<file path="src/rtl/m_pkg.sv">
// Shared definitions for the 1001 serial sequence detector.
package m_pkg;

  // Detector progress states; encodings 5..7 are unused and recover to S0.
  typedef enum logic [2:0] {
    S0 = 3'd0,  // no progress
    S1 = 3'd1,  // seen "1"
    S2 = 3'd2,  // seen "10"
    S3 = 3'd3,  // seen "100"
    S4 = 3'd4   // seen "1001" (match)
  } state_t;

  // Target pattern, first-received bit in the MSB.
  localparam logic [3:0] PATTERN = 4'b1001;

endpackage

</file>
<file path="src/rtl/m_seq_detector.sv">
// Moore FSM detecting the serial pattern 1,0,0,1 on x, overlapping matches allowed.
// y is a pure decode of the state register, so x has no combinational path to y.
module m_seq_detector
  import m_pkg::*;
(
  input  logic clk,
  input  logic reset,
  input  logic x,
  output logic y
);

  state_t state_q;
  state_t state_d;

  // State register; reset overrides any transition in the same cycle.
  always_ff @(posedge clk) begin
    if (reset) begin
      state_q <= S0;
    end else begin
      state_q <= state_d;
    end
  end

  // Next-state logic; after a match the final 1 seeds the next attempt.
  always_comb begin
    state_d = S0;
    unique case (state_q)
      S0:      state_d = x ? S1 : S0;
      S1:      state_d = x ? S1 : S2;
      S2:      state_d = x ? S1 : S3;
      S3:      state_d = x ? S4 : S0;
      S4:      state_d = x ? S1 : S2;
      default: state_d = S0;
    endcase
  end

  // Moore output: high only while in the match state.
  always_comb begin
    y = (state_q == S4);
  end

endmodule

</file>
<file path="config.mk">
export PLATFORM = sky130hd
export DESIGN_NAME = m_seq_detector
export DESIGN_NICKNAME = d
export VERILOG_FILES = /design/src/rtl/m_pkg.sv /design/src/rtl/m_seq_detector.sv
export SDC_FILE = /design/constraint.sdc
export NUM_CORES = 1
export LEC_CHECK = 0
export CELL_PAD_IN_SITES_DETAIL_PLACEMENT = 0
export CELL_PAD_IN_SITES_GLOBAL_PLACEMENT = 1
export CORE_AREA = 2 2 39 41
export DETAILED_ROUTE_END_ITERATION = 12
export DIE_AREA = 0 0 41 43
export HOLD_SLACK_MARGIN = 0.1
export PLACE_DENSITY = 0.3
export SYNTH_ARGS = -nofsm -noshare
export SYNTH_HDL_FRONTEND = slang
export SYNTH_SLANG_ARGS = --single-unit
</file>
<file path="constraint.sdc">
create_clock -name clk -period 0.86 [get_ports clk]
set_clock_uncertainty 0.1 [all_clocks]
set_input_delay 0.086 -clock clk [delete_from_list [all_inputs] [get_ports clk]]
set_output_delay 0.086 -clock clk [all_outputs]
set_load 0.01 [all_outputs]
</file>
==> impl_metrics.tcl <==
set metrics [dict create \
    path_clk_slew_ns 0.04 \
    fillers 159 \
    yosysWarningCount 0 \
    rows 14 \
    top_regs "state_q (3)" \
    violations "negative setup slack" \
    vias_per_cell 3.37 \
    tightest_slew_ns 0.196 \
    grt_max_degree 5 \
    cts_max_path_buffers 2 \
    power_density_mw_per_mm2 1740 \
    synth.top_cell.area_share_pct 47.5 \
    ys_seq_elements 3 \
    status "complete, but fails checks" \
    die_w_um 41 \
    drtIter0Drc 0 \
    peakVddDrop_mv 0.599 \
    gp_congestion 0.617 \
    post-dp-hpwl_um 229 \
    vias 138 \
    synth_cells 14 \
    final_max_slew_viol_count 0 \
    finalNetCount 29 \
    period_minus_slack_ns 1.04 \
    grtUsageMet1_pct 4.49 \
    area_growth_pct 103 \
    synthTopCellsByArea "dfxtp_1 (48%), nor3b_1 (12%), nor3_2 (7.9%)" \
    cts_tree "done" \
    final_cell_mix "clkbuf_4 (3), buf_4 (3), nand2_1 (2), clkdlybuf4s50_1 (2), dfxtp_2 (2)" \
    final.setup.tns_ns -0.565 \
    largest_reg_flops 3 \
    syn_avg_cell_area_um2 9.03 \
    timing.fmax_mhz 959 \
    seq_area_frac_synth_pct 47.5 \
    placed_cells 37 \
    ant_nets 0 \
    die_area_mm2 0.00176 \
    use_met2_pct 7.19 \
    insertion_delay_ns 0.23 \
    synth.largest_area_cell "dfxtp_1" \
    grt_use_met3_pct 7.85 \
    clockRootBuffer "clkbuf_4" \
    clock_sinks 3 \
    finalSetupViolCount 4 \
    max_cap_violations 0 \
    drive_above_1_share_pct 60.0 \
    routedWlPerCell_um 8.15 \
    io_buffers 3 \
    drc 0 \
    overflow 0 \
    antenna_found_initial 0 \
    die_h_um 43 \
    cts_buffers 3 \
    core_region_area_mm2 0.00138 \
    floorplan.initialDensity_pct 9.13 \
    critical_path_class "reg -> out" \
    grt_pass1_vias 146 \
    ios 4 \
    top_usage_layer "met3" \
    leakagePower_nw 0.102 \
    antenna_cells 0 \
    relSlewSlack_pct 86.8 \
    dr.pass1.iters 1 \
    fin_cells 41 \
    synth.cell_area_um2 126 \
    grt_first_pass_wirelength_um 572 \
    worst-path-max-fanout 2 \
    hold_buffers 0 \
    worstPathRequired_ns 0.67 \
    netlist-cell-type-count 10 \
    rsz0062_at_grt "yes" \
    syn-num-nets 17 \
    drt-total-wl_um 334 \
    critPathArrivalTime_ns 0.86 \
    fin_ws_ns -0.183 \
    hp-class "in -> reg" \
    regMostFlops "state_q" \
    start_kind "flip-flop" \
    finalCritPeriodShare_pct 121 \
    multiInputGateArea_um2 85.1 \
    htreeDepth 1 \
    critPathCaptureType "output port" \
    seqCellArea_um2 62.6 \
    hold_viol_final 0 \
    grt_usage_pct 5.82 \
]
## final timing paths
| path | start | endpoint | slack, ns | cells past startpoint |
|---|---|---|---|---|
| setup / recovery | state_q[1]$_SDFF_PP0_ | y | -0.18 | 2 |
| hold / removal | reset | state_q[0]$_SDFF_PP0_ | 0.37 | 2 |
| hold reg to reg | state_q[2]$_SDFF_PP0_ | state_q[2]$_SDFF_PP0_ | 0.45 | 2 |
| setup reg to reg | state_q[0]$_SDFF_PP0_ | state_q[1]$_SDFF_PP0_ | -0.17 | 4 |
## stage by stage
step                      power, mW  cell area (um^2)  hold slack (ns)  utilization (%)  worst slack [ns]
final                         0.446               256            0.366             18.5            -0.183
after global routing          0.476               256            0.393             18.5            -0.252
after CTS                     0.457               250            0.377             18.1            -0.205
after detailed placement      0.192               206            0.434             14.9            -0.397
after global placement        0.193               206            0.427             14.9            -0.372
after floorplan               0.165               126           0.0550                -           -0.0308
## routing by layer
| layer | wire (um) | part of all wire, % | vias to the layer above |
|---|---|---|---|
| li1 | - | - | 72 |
| met1 | 134 | 40 | 63 |
| met2 | 182 | 54 | 3 |
| met3 | 17 | 5.1 | 0 |
| met4 | 0 | 0 | 0 |
| met5 | 0 | 0 | - |
## power breakdown
| part | switching (mW) | total, mW | internal, mW |
|---|---|---|---|
| registers | 0.00428 | 0.151 | 0.146 |
| logic | 0.0211 | 0.0498 | 0.0287 |
| clock network | 0.0716 | 0.245 | 0.174 |
| total | 0.0969 | 0.446 | 0.349 |
## repair_timing
item,4_1_cts,5_1_grt
gates resized for setup,11,1
pin swaps,1,2
endpoints found under the setup margin,4,4
setup buffers,0,0
## synthesized netlist by cell type
library cell  instances
nand2_1               2
xor2_1                1
a21oi_1               1
nor2_1                1
inv_1                 1
nor3_2                1
nor3b_1               2
a31oi_1               1
dfxtp_1               3
nor4_1                1
## kinds of logic after synthesis
family | count (synthesis) | share of synthesized area (%)
AO/OA/AOI/OAI | 2 | 8.91
XOR/XNOR | 1 | 6.93
buffers and inverters | 1 | 2.97
flip-flops | 3 | 47.5
AND/OR/NAND/NOR | 7 | 33.7
## cell type report
type                       instances  area share (%)
multi-input combinational         10            33.2
clock buffer                       4            10.2
tap                               16            7.80
timing repair buffer               7            22.9
sequential                         3            24.4
inverter                           1            1.46
## worst max-delay path: stages (launching register included)
cell,delay (ns)
dfxtp_2,0.31
nor3b_2,0.16
buf_2,0.15
Power figures use the tool's default switching activity.
